## src/rtl/dma64_load_stage.sv

```systemverilog
// DMA read load stage: splits a depth-word load into bursts of at most
// BURST_LEN 64-bit beats and forwards the returned words through a one-word
// output register to the compute core, then signals completion.
module dma64_load_stage #(
  parameter int unsigned BURST_LEN = 16
) (
  input  logic        clk,
  input  logic        rst,
  input  logic [31:0] conf_info_depth,
  input  logic        conf_done,
  output logic        dma_read_ctrl_valid,
  input  logic        dma_read_ctrl_ready,
  output logic [31:0] dma_read_ctrl_data_index,
  output logic [31:0] dma_read_ctrl_data_length,
  output logic [2:0]  dma_read_ctrl_data_size,
  input  logic        dma_read_chnl_valid,
  output logic        dma_read_chnl_ready,
  input  logic [63:0] dma_read_chnl_data,
  output logic        out_valid,
  input  logic        out_ready,
  output logic [63:0] out_data,
  output logic        out_last,
  output logic        acc_done
);

  typedef enum logic [2:0] {
    StIdle,
    StReq,
    StData,
    StFlush,
    StDone
  } state_t;

  state_t      state;
  logic [31:0] index;
  logic [31:0] remaining;
  logic [31:0] beat_cnt;
  logic [31:0] burst_len;
  logic [31:0] req_len;
  logic        chnl_beat;
  logic        out_hs;

  assign burst_len = 32'(BURST_LEN);
  assign req_len   = (remaining < burst_len) ? remaining : burst_len;
  assign chnl_beat = dma_read_chnl_valid & dma_read_chnl_ready;
  assign out_hs    = out_valid & out_ready;

  // Request and stream-ready outputs decoded from state; registers are stable in StReq,
  // so the request fields cannot change while a request waits for ready.
  always_comb begin
    dma_read_ctrl_valid       = (state == StReq);
    dma_read_ctrl_data_index  = (state == StReq) ? index : 32'd0;
    dma_read_ctrl_data_length = (state == StReq) ? req_len : 32'd0;
    dma_read_ctrl_data_size   = (state == StReq) ? 3'b011 : 3'b000;
    dma_read_chnl_ready       = (state == StData) && (!out_valid || out_ready);
  end

  // Control FSM, burst bookkeeping and the registered output word.
  always_ff @(posedge clk or negedge rst) begin
    if (!rst) begin
      state     <= StIdle;
      index     <= 32'd0;
      remaining <= 32'd0;
      beat_cnt  <= 32'd0;
      out_valid <= 1'b0;
      out_data  <= 64'd0;
      out_last  <= 1'b0;
      acc_done  <= 1'b0;
    end else begin
      acc_done <= 1'b0;

      // A new beat replaces the held word even when it is consumed this cycle.
      if (chnl_beat) begin
        out_data  <= dma_read_chnl_data;
        out_valid <= 1'b1;
        out_last  <= (remaining == 32'd1);
      end else if (out_hs) begin
        out_valid <= 1'b0;
        out_last  <= 1'b0;
      end

      case (state)
        StIdle: begin
          if (conf_done) begin
            remaining <= conf_info_depth;
            index     <= 32'd0;
            if (conf_info_depth != 32'd0) begin
              state <= StReq;
            end else begin
              state    <= StDone;
              acc_done <= 1'b1;
            end
          end
        end
        StReq: begin
          if (dma_read_ctrl_ready) begin
            beat_cnt <= req_len;
            index    <= index + req_len;
            state    <= StData;
          end
        end
        StData: begin
          if (chnl_beat) begin
            beat_cnt  <= beat_cnt - 32'd1;
            remaining <= remaining - 32'd1;
            if (beat_cnt == 32'd1) begin
              state <= (remaining != 32'd1) ? StReq : StFlush;
            end
          end
        end
        StFlush: begin
          // Leave once the last word is gone or is being taken this cycle.
          if (!out_valid || out_ready) begin
            state    <= StDone;
            acc_done <= 1'b1;
          end
        end
        StDone: begin
          if (!conf_done) begin
            state <= StIdle;
          end
        end
        default: state <= StIdle;
      endcase
    end
  end

endmodule

```

## config.mk

```make
export PLATFORM = sky130hd
export DESIGN_NAME = dma64_load_stage
export DESIGN_NICKNAME = d
export VERILOG_FILES = /design/src/rtl/dma64_load_stage.sv
export SDC_FILE = /design/constraint.sdc
export NUM_CORES = 1
export LEC_CHECK = 0
export ABC_AREA = 1
export BUFFER_PORTS_ARGS = -buffer_cell sky130_fd_sc_hd__buf_2
export CORE_UTILIZATION = 45
export DETAILED_ROUTE_END_ITERATION = 12
export PLACE_DENSITY = 0.76
export REMOVE_ABC_BUFFERS = 1
export SLEW_MARGIN = 20
export SYNTH_ARGS = -nofsm -noshare
export SYNTH_HDL_FRONTEND = slang
export SYNTH_SLANG_ARGS = --single-unit
```

## constraint.sdc

```tcl
create_clock -name clk -period 2.8 [get_ports clk]
set_input_delay 0.28 -clock clk [delete_from_list [all_inputs] [get_ports clk]]
set_output_delay 0.28 -clock clk [all_outputs]
set_load 0.1 [all_outputs]
```

After elaboration in Yosys (flattened, before gate mapping)
Cells that the tools add are included.
- $add $sub $neg: 3
- multiply operators: 0
- div/mod/pow operators: 0
- magnitude comparators: 1
- eq/ne operators: 13
- shift-type cells: 0
- multiplexer cells: 29
- bitwise logic cells: 2
- reduce and logical (&&, ||, !) cells: 13
- operators by type and width (cell ; number):
    32-bit 2-to-1 mux ; 9
    32-bit case mux with 2 select lines ; 3
    32-bit by 1-bit equality test with 1-bit output (second input constant) ; 2
    32-bit by 1-bit subtractor with 32-bit output (second input constant) ; 2
    32-bit adder ; 1
    32-bit by 5-bit less-than comparator with 1-bit output (second input constant) ; 1
    32-bit by 1-bit inequality test with 1-bit output (second input constant) ; 1
    32-bit nonzero test ; 1
    3-bit 2-to-1 mux ; 7
    3-bit case mux with 5 select lines ; 1
    3-bit AND reduction ; 3
    2-bit inequality test (second input constant) ; 4
    2-bit nonzero test ; 4
    3-bit by 2-bit equality test with 1-bit output (second input constant) ; 2
    1-bit 2-to-1 mux ; 6
    6-bit AND reduction ; 1
    2-bit 2-to-1 mux ; 2
    2-bit by 1-bit inequality test with 1-bit output (second input constant) ; 2
    3-bit by 1-bit equality test with 1-bit output (second input constant) ; 1
    3-bit equality test (second input constant) ; 1
    3-bit logical NOT ; 1
    1-bit bitwise AND ; 2
    1-bit case mux with 2 select lines ; 1
    1-bit logical AND ; 1
    other kinds (2) ; 2
- bits in registers: 166
- bits in latches: 0
- RAM bits: 0
- ROM bits: 0
- input bits: 102
- output and inout port bits: 136
- word-level logic and storage cells: 69
- memories kept: 0

Logic depth before layout (Yosys ltp)
- depth in word-level cells: 6
- depth in mapped cells: 21
- gate-level depth less buffers: 21

Least setup slack after synthesis
OpenSTA, ideal clock, no wires.
- path kind: flip-flop to output port
- start point: register state[2]
- end point: output port dma_read_ctrl_data_length[0]
- data arrival time: 4317 ps
- data required time: 2520 ps
- setup slack: -1797 ps
- cell stages (with the launch flop): 5
- path buffers: 1
- cells stage by stage: dfrtp_1 nor3_2 inv_1 clkbuf_1 nor3_1
- word-level cells in the longest chain between the ends: 2
- ends and longest elaborated chain (what ; line ; RTL):
    start, declared ; 34 ; state_t state;
    start signal, assigned ; 61 ; state <= StIdle;
    start signal, assigned ; 88 ; state <= StReq;
    start signal, assigned ; 90 ; state <= StDone;
    3-bit by 1-bit equality test with 1-bit output ; - ;
    net dma_read_ctrl_valid ; 11 ; output logic dma_read_ctrl_valid,
    32-bit 2-to-1 mux ; 53 ; dma_read_ctrl_data_length = (state == StReq) ? req_len : 32'd0;
    end, declared ; 14 ; output logic [31:0] dma_read_ctrl_data_length,
The timed path passes the listed nets, and every way through them passes these cells.

Final worst setup path
- start point: register remaining[27]
- end point: output port dma_read_ctrl_data_length[0]
- word-level cells in the longest chain between the ends: 3
- ends and longest elaborated chain (what ; line ; RTL):
    start, declared ; 36 ; logic [31:0] remaining;
    start signal, assigned ; 85 ; remaining <= conf_info_depth;
    start signal, assigned ; 105 ; remaining <= remaining - 32'd1;
    32-bit by 5-bit less-than comparator with 1-bit output ; 44 ; assign req_len = (remaining < burst_len) ? remaining : burst_len;
    32-bit 2-to-1 mux ; 44 ;
    32-bit 2-to-1 mux ; 53 ;
Every way passes these cells.

==> reports/qor.yml <==
outcome:
  outcome: "finished, violations left"
  violations: "DRC"
synth:
  yosys.cell_count.top_type: "nand2_1"
  synth-async-reset-ratio: 1.00
  synthTopCellsByCount: "nand2_1, dfrtp_1, nor2_1"
  synth_seq_cells: 166
  synth-edff-count: 0
  synth_cell_type_count: 51
  ys_warn_count: 0
  yosys.area.top_type: "dfrtp_1"
  syn_inst: 1361
  syn_area_per_cell_um2: 7.30
  ys.flop_type: "dfrtp_1"
  ys_seq_area_frac: 0.418
  yosysTopAreaCellShare: 0.418
  synth_area_leaders: "dfrtp_1, nand2_1, nor2_1"
  syn-cell-area_um2: 9940
power_and_ir_drop:
  leakagePower_nw: 6.23
  clock_power_share: 0.159
  power_density_nw_per_um2: 1230
  pwr-share-seq: 0.261
  vdd_drop_max_mv: 1.15
  comb_power_share: 0.581
  p_sw_frac: 0.582
  internal_power_mw: 6.49
  p_sw_mw: 9.02
timing:
  worst_slack_ps: 37.5
  final_hold_viol_count: 0
  max_freq_mhz: 362
  skew_ps: 11.7
  post-route-period-util: 0.987
  timing.slew.headroom: 0.543
  finalSetupViolCount: 0
  maxSlewViolCount: 0
  rsz0062_at_grt: "true"
  totalNegativeSetupSlack_ps: 0
  fin_crit_ps: 2760
  worst_pin_slew_ps: 668
worst_setup_path:
  endpoint_kind: "output pin"
  critPathBufInv: 2
  cp_cell_sequence: "nor2_1, nand2_2, nor2_2, nand2_2, nor2_8, clkinvlp_4, nor3_1, buf_12"
  slowest_delay_ps: 530
  crit_type: "flip-flop to output pin"
  worstPathArrival_ps: 2480
  crit_fanout: 5
  crit_slowest_cell: "nor3_1"
  path_delay_family: "simple AND/OR/NAND/NOR gates"
  critPathRequiredTime_ps: 2520
  crit_top_cell: "nand2_2"
  critPathLaunchType: "flip-flop"
placed_design:
  port_buffers: 209
  place.detailed.hpwl_um: 19200
  gp_congestion: 0.916
  place_ws_ps: 97.6
drt:
  wl_um: 27500
  avgRoutedWirePerCell_um: 14.7
  drt_iter0_markers: 810
  ant_nets: 0
  drt_pass1_iterations: 9
  vias: 9973
  avgViaCountPerCell: 5.33
  drc_errors: 1
floorplanning:
  row_count: 54
  die_w_um: 151
  start_util: 0.457
  ios: 238
  dieHeight_um: 151
  core_um2: 21800
  dieArea_um2: 22700
job:
  maxCapViolCount: 0
cts:
  numClockSinks: 166
  worstSkewPairLatency_ps: 440
  cts_tree: "built"
  clkTransAtPathRegs_ps: 90
  htreeDepth: 4
  clock_path_buffers: 2
  cts-buffers-inserted: 17
  ctsRootBufferMaster: "clkbuf_16"
layout:
  area_delta_synth_final_pct: 26.6
  nNetsFinal: 1693
  antenna_cells: 0
  n_fill_cell: 1996
  drive_above_1_share: 0.214
grt:
  grtUsageTotal: 0.247
  grt_max_degree: 72
  grt_pass1_vias: 9329
  grt_overflow: 0
  antenna_found_initial: 0
  grt_pass1_wl_um: 44700
worst_hold_path:
  hold_class: "input port to flip-flop"
## flip-flops by register name, indices dropped and copies added, names as in the netlist
name and cells:
state 3, remaining 32, index 32, out_data 64, out_valid 1, acc_done 1
out_last 1, beat_cnt 32
## worst reg2reg max path: cells and delay by family (launching register included)
family / cells / cell delay (ps)
and+or+nand+nor: 13 / 1590
buffers and inverters: 2 / 240
adders and majority gates: 2 / 290
DFF: 1 / 430
AOI/OAI and AO/OA: 1 / 80
## power by group through the flow
stage	logic (mW)	registers, mW	clock network (mW)
global route	9.67	4.16	2.60
global placement	8.67	4.00	0
CTS	8.84	4.01	2.50
floorplan	3.82	7.08	0
finish	9.01	4.04	2.46
detailed placement	8.81	4.03	0
## what timing repair did
| item | CTS | global route |
|---|---|---|
| buffers inserted | 0 | 11 |
| resized for setup | 0 | 23 |
| setup endpoints to repair | 0 | 28 |
| hold buffers | 1 | 0 |
| hold endpoints to repair | 69 | 0 |
## cells by family after synthesis
kind of cell,count (synthesis),share of synthesized area
compound gates,191,0.110
xor+xnor,32,0.0282
fa+ha+maj,14,0.0176
buf+inv,220,0.0952
flops,166,0.418
mux,1,0.00113
other cells,1,0.000377
simple gates,736,0.330
## path summary, 6_finish.rpt
path	slack, ps	cells past startpoint	startpoint	end
setup / recovery	40	8	remaining[27]	dma_read_ctrl_data_length[0]
hold / removal	20	3	dma_read_chnl_data[39]	out_data[39]
setup reg to reg	50	18	remaining[27]	index[14]
hold reg to reg	480	2	out_data[2]	out_data[2]
max in group asynchronous	1670	3	rst	beat_cnt[31]
min in group asynchronous	420	2	rst	out_data[41]
## cell type report
| class | instances | area (µm²) | share of cell area |
|---|---|---|---|
| multi-input combinational | 1009 | 5060 | 0.402 |
| sequential | 166 | 4150 | 0.330 |
| timing repair buffer | 237 | 1850 | 0.147 |
| inverter | 146 | 552 | 0.0439 |
| clock buffer | 17 | 425 | 0.0338 |
| tap | 280 | 350 | 0.0278 |
| clock inverter | 15 | 196 | 0.0156 |
## routing by layer
layer,share of wire,vias up,global-route usage
met1,0.42,4715,0.311
met4,0.025,0,0.0845
li1,-,4826,-
met2,0.49,371,0.416
met5,0,-,0
met3,0.063,61,0.0570
## per-stage QoR
stage	hold WS [ps]	utilization	std cells	power [mW]	area (µm²)
global placement	339	0.541	1826	12.7	11800
global route	10.2	0.578	1870	16.4	12600
CTS	10.5	0.570	1859	15.3	12400
finish	23.6	0.578	1870	15.5	12600
floorplan	-15.6	-	1321	10.9	9670
detailed placement	336	0.541	1826	12.8	11800
## cell usage in the layout, fill, tap and decap left out, types with 5 or more instances in the layout
cell type	Yosys	routed
o22ai_1	22	22
buf_12	0	39
buf_4	30	25
o211ai_1	6	6
nand3_2	6	6
dfrtp_1	166	166
nand2_2	14	17
buf_2	6	170
o21ai_0	76	75
inv_2	10	10
a21oi_1	37	37
clkbuf_16	0	17
conb_1	1	35
nor2_4	2	6
inv_1	134	133
o31ai_1	9	9
o21ai_1	21	22
nor4_1	33	33
nor2_2	9	13
nor2_1	145	137
clkinv_8	0	6
xor2_1	28	28
nand3_1	81	80
inv_6	0	5
nor3_1	30	30
ha_1	14	12
nand4_1	19	19
nand2_1	380	377
No activity file was read; power rests on OpenSTA's default activity.
